### src/rtl/mainfsm_pkg.sv
// Shared definitions for the multi-cycle main control FSM: state encoding,
// datapath mux select codes and the decoded control word.
package mainfsm_pkg;

   typedef enum logic [3:0] {
      StFetch    = 4'd0,
      StDecode   = 4'd1,
      StMemAdr   = 4'd2,
      StMemRead  = 4'd3,
      StMemWb    = 4'd4,
      StMemWrite = 4'd5,
      StExecuteR = 4'd6,
      StExecuteI = 4'd7,
      StAluWb    = 4'd8,
      StBranch   = 4'd9,
      StMulWbHi  = 4'd10
   } state_e;

   localparam logic [1:0] SrcAReg      = 2'b00;
   localparam logic [1:0] SrcAPc       = 2'b01;
   localparam logic [1:0] SrcBReg      = 2'b00;
   localparam logic [1:0] SrcBImm      = 2'b01;
   localparam logic [1:0] SrcBFour     = 2'b10;
   localparam logic [1:0] ResAluOut    = 2'b00;
   localparam logic [1:0] ResData      = 2'b01;
   localparam logic [1:0] ResAluResult = 2'b10;

   typedef struct packed {
      logic       ir_write;
      logic       next_pc;
      logic       reg_w;
      logic       reg_w_hi;
      logic       mem_w;
      logic       branch;
      logic       adr_src;
      logic [1:0] alu_src_a;
      logic [1:0] alu_src_b;
      logic [1:0] result_src;
      logic       alu_op;
   } ctrl_t;

endpackage

### src/rtl/mainfsm_outdec.sv
// Combinational state-to-control-word decoder (Moore outputs of mainfsm).
module mainfsm_outdec
   import mainfsm_pkg::*;
(
   input  state_e state,
   output ctrl_t  ctrl
);

   always_comb begin
      ctrl = '0;
      case (state)
         StFetch: begin
            ctrl.ir_write   = 1'b1;
            ctrl.next_pc    = 1'b1;
            ctrl.alu_src_a  = SrcAPc;
            ctrl.alu_src_b  = SrcBFour;
            ctrl.result_src = ResAluResult;
         end
         StDecode: begin
            ctrl.alu_src_a  = SrcAPc;
            ctrl.alu_src_b  = SrcBFour;
            ctrl.result_src = ResAluResult;
         end
         StMemAdr:   ctrl.alu_src_b = SrcBImm;
         StMemRead:  ctrl.adr_src = 1'b1;
         StMemWb: begin
            ctrl.result_src = ResData;
            ctrl.reg_w      = 1'b1;
         end
         StMemWrite: begin
            ctrl.adr_src = 1'b1;
            ctrl.mem_w   = 1'b1;
         end
         StExecuteR: ctrl.alu_op = 1'b1;
         StExecuteI: begin
            ctrl.alu_src_b = SrcBImm;
            ctrl.alu_op    = 1'b1;
         end
         StAluWb:    ctrl.reg_w = 1'b1;
         StMulWbHi: begin
            ctrl.reg_w_hi   = 1'b1;
            ctrl.result_src = ResAluOut;
         end
         StBranch: begin
            ctrl.alu_src_b  = SrcBImm;
            ctrl.result_src = ResAluResult;
            ctrl.branch     = 1'b1;
         end
         default: ctrl = '0;
      endcase
   end

endmodule

### src/rtl/mainfsm.sv
// Multi-cycle main control FSM: sequences fetch/decode/execute/memory/writeback
// and drives unconditioned enables plus datapath mux selects.
module mainfsm
   import mainfsm_pkg::*;
(
   input  logic       clk,
   input  logic       reset,
   input  logic [1:0] Op,
   input  logic [5:0] Funct,
   input  logic       LongMul,
   output logic       IRWrite,
   output logic       NextPC,
   output logic       RegW,
   output logic       RegWHi,
   output logic       MemW,
   output logic       Branch,
   output logic       AdrSrc,
   output logic [1:0] ALUSrcA,
   output logic [1:0] ALUSrcB,
   output logic [1:0] ResultSrc,
   output logic       ALUOp,
   output logic [3:0] State
);

   state_e state_q, state_d;
   logic   mull_q, mull_d;
   ctrl_t  ctrl;
   logic   unused_funct;

   assign unused_funct = ^Funct[4:1];

   always_ff @(posedge clk or posedge reset) begin
      if (reset) begin
         state_q <= StFetch;
         mull_q  <= 1'b0;
      end else begin
         state_q <= state_d;
         mull_q  <= mull_d;
      end
   end

   always_comb begin
      state_d = StFetch;
      mull_d  = mull_q;
      case (state_q)
         StFetch: state_d = StDecode;
         StDecode: begin
            // Only a register-form data-processing op can be a long multiply.
            mull_d = (Op == 2'b00) && !Funct[5] && LongMul;
            case (Op)
               2'b01:   state_d = StMemAdr;
               2'b10:   state_d = StBranch;
               2'b00:   state_d = Funct[5] ? StExecuteI : StExecuteR;
               default: state_d = StFetch;
            endcase
         end
         StMemAdr:   state_d = Funct[0] ? StMemRead : StMemWrite;
         StMemRead:  state_d = StMemWb;
         StExecuteR: state_d = StAluWb;
         StExecuteI: state_d = StAluWb;
         StAluWb:    state_d = mull_q ? StMulWbHi : StFetch;
         StMulWbHi: begin
            mull_d  = 1'b0;
            state_d = StFetch;
         end
         default:    state_d = StFetch;
      endcase
   end

   mainfsm_outdec u_outdec (
      .state (state_q),
      .ctrl  (ctrl)
   );

   always_comb begin
      IRWrite   = ctrl.ir_write;
      NextPC    = ctrl.next_pc;
      RegW      = ctrl.reg_w;
      RegWHi    = ctrl.reg_w_hi;
      MemW      = ctrl.mem_w;
      Branch    = ctrl.branch;
      AdrSrc    = ctrl.adr_src;
      ALUSrcA   = ctrl.alu_src_a;
      ALUSrcB   = ctrl.alu_src_b;
      ResultSrc = ctrl.result_src;
      ALUOp     = ctrl.alu_op;
      State     = state_q;
   end

endmodule

### config.mk
export PLATFORM = sky130hd
export DESIGN_NAME = mainfsm
export DESIGN_NICKNAME = d
export VERILOG_FILES = /design/src/rtl/mainfsm_pkg.sv /design/src/rtl/mainfsm_outdec.sv /design/src/rtl/mainfsm.sv
export SDC_FILE = /design/constraint.sdc
export NUM_CORES = 1
export LEC_CHECK = 0
export ABC_CLOCK_PERIOD_IN_PS = 1700
export CORE_AREA = 3 3 40 42
export DETAILED_ROUTE_END_ITERATION = 8
export DIE_AREA = 0 0 43 45
export GPL_TIMING_DRIVEN = 0
export PLACE_DENSITY = 0.83
export SLEW_MARGIN = 15
export SYNTH_ARGS = -nofsm -noshare
export SYNTH_HDL_FRONTEND = slang
export SYNTH_SLANG_ARGS = --single-unit
### constraint.sdc
create_clock -name clk -period 1.7 [get_ports clk]
set_input_delay 0.255 -clock clk [delete_from_list [all_inputs] [get_ports clk]]
set_output_delay 0.255 -clock clk [all_outputs]
set_load 0.1 [all_outputs]
==> flow_summary.ini <==
[global_routing]
antenna_found_initial = 0
grt_max_degree = 11
grt_usage_pct = 19.2
grt_pass1_vias = 536
overflow = 0
grt_first_pass_wirelength_mm = 2.73

[finish]
drive_above_1_share_pct = 71.6
layout.nets = 107
area_delta_synth_final_pct = 150
diodes = 0
final_core_util_pct = 92.1
fin_cells = 110

[hold_path]
worst_hold_path_type = primary input to asynchronous set/reset pin

[routing]
post-route-drc-count = 0
dr.pass1.iters = 4
routedWlPerCell_microns = 19.6
drtIter0Drc = 12
wirelength_mm = 2.16
routed_via_density = 5.52
vias = 607
postRouteAntennaNets = 0

[place]
pre_cts_ws_ps = -869
hpwl_microns = 963
place.gp.congestion = 0.806
port_buffers = 23
post-place-cells = 91

[cts]
clk_pin_slew_ps = 50
h-tree-depth = 1
cts_root_buf = clkbuf_4
ctsLongestPathBuffers = 2
cts.sinks = 5
numCtsBuffers = 3
clkLatencyLatePin_ps = 250
cts_tree = yes

[sta]
max_freq_mhz = 550
finalSetupViolCount = 10
period_needed_ps = 1820
worst_pin_slew_ps = 555
rsz0062_at_grt = true
hold_viol_final = 0
slew_headroom_pct = 63.2
setup_slack_ps = -118
finalClockSkew_ps = 6.42
slew_violations = 0
period_share_pct = 107

[floorplanning]
die-area_sq_um = 1940
rows = 13
die_height_microns = 45
core_area_sq_um = 1280
initial_core_util_pct = 36.8
die_x_microns = 43
ios = 29

[synthesis]
synth_area_sq_um = 473
synth.area.top_cells = dfrtp_1 (26%), buf_4 (7.9%), nand2b_1 (6.6%)
netlist.area_leader.share_pct = 26.5
synth_top_cell_by_area = dfrtp_1
seq_area_frac_synth_pct = 26.5
synth_edf_count = 0
synth_cell_types = 33
synth_top_family_by_area = simple AND/OR/NAND/NOR gates
synth-seq-cells = 5
synth-compound-area-share_pct = 18.5
synthArstFlopShare_pct = 100
synth_common_cells = nor2_1 (7), buf_4 (5), dfrtp_1 (5), nand2b_1 (5)
synth_most_common_cell = nor2_1
ys.flop_type = dfrtp_1
synthCells = 53
muxShareOfSynthArea_pct = 2.38
synth_xor_xnor_area_share_pct = 1.85
avgSynthCellArea_sq_um = 8.92
synth_fp_nets = 64
ys_warn_count = 0
synth-simple-area-share_pct = 37.8
synthAdderAreaFrac_pct = 0

[worst_setup_path]
cp-end-kind = output pin
startpoint_type = register
cp_max_fo = 5
required_ps = 1440
worstSetupPathType = register to output pin
worstPathArrival_ps = 1560

[status]
violations = negative setup slack
status = finished with violations

[job]
drv_cap = 0
[cell families after synthesis]
kind of cell / after synthesis
compound gates: 10
xor+xnor: 1
simple gates: 27
buf+inv: 8
flops: 5
other cells: 1
mux: 1
[metal layers]
metal  routed length, microns  global-route usage (%)  vias to the layer above
met5                        0                       0                        -
met4                       37                    6.02                        0
met3                       96                    3.59                        6
met2                     1180                    33.5                       32
met1                      846                    24.2                      300
li1                         -                       -                      269
[layout make-up]
| type | instances | area (sq um) |
|---|---|---|
| repair buffers | 38 | 463 |
| flip-flops and latches | 5 | 138 |
| clock buffers | 4 | 26.3 |
| inverters | 1 | 3.75 |
| well taps | 15 | 18.8 |
| plain buffers | 7 | 100 |
| multi-input cells | 40 | 434 |
| fillers | 47 | 101 |
[critical path, cell delays in order, from the launching register on]
cell and delay, ps:
dfrtp_4 510, buf_8 140, nor4_4 360, buf_6 160, buf_12 160
[flip-flops by register name (all words and copies together) (netlist names)]
name / flops
mull_q: 1
State: 4
[per-stage QoR]
step,setup TNS [ps],hold slack (ps),cell area (sq um)
2_1_floorplan,-5190,33.5,598
3_3_place_gp,-9760,458,847
3_5_place_dp,-9910,462,847
4_1_cts,-305,201,1030
5_1_grt,-1060,267,1180
6_report,-530,285,1180
[worst paths after layout]
kind | from | endpoint | slack (ps) | cells after the start
max in group asynchronous | reset | State[0] | 1210 | 2
setup / recovery | State[0] | NextPC | -120 | 4
hold reg to reg | mull_q | State[1] | 580 | 2
setup reg to reg | State[1] | State[0] | 310 | 5
hold / removal | reset | State[1] | 280 | 2
min in group clk | mull_q | State[1] | 580 | 2
[placed cells by master (no fill, tap or decap), types with 2 or more instances in the layout]
cell              n
nor2_4            4
dfrtp_4           3
nand2b_1          4
clkbuf_4          3
buf_8             4
nor2_1            3
nand2_1           2
buf_6             4
nor3_4            2
buf_12           12
clkdlybuf4s15_2   4
buf_4            15
clkdlybuf4s50_1   6
nand2b_4          2
[what timing repair did]
item / 4_1_cts / 5_1_grt
gates resized for setup: 126 / 13
pin swaps: 3 / 4
hold buffers: 0 / 0
endpoints found under the setup margin: 17 / 13
buffers inserted: 5 / 10
Power is left out: the tool's default activity adds up to more than one toggle a clock period on the data nets, which glitch-free logic cannot reach.
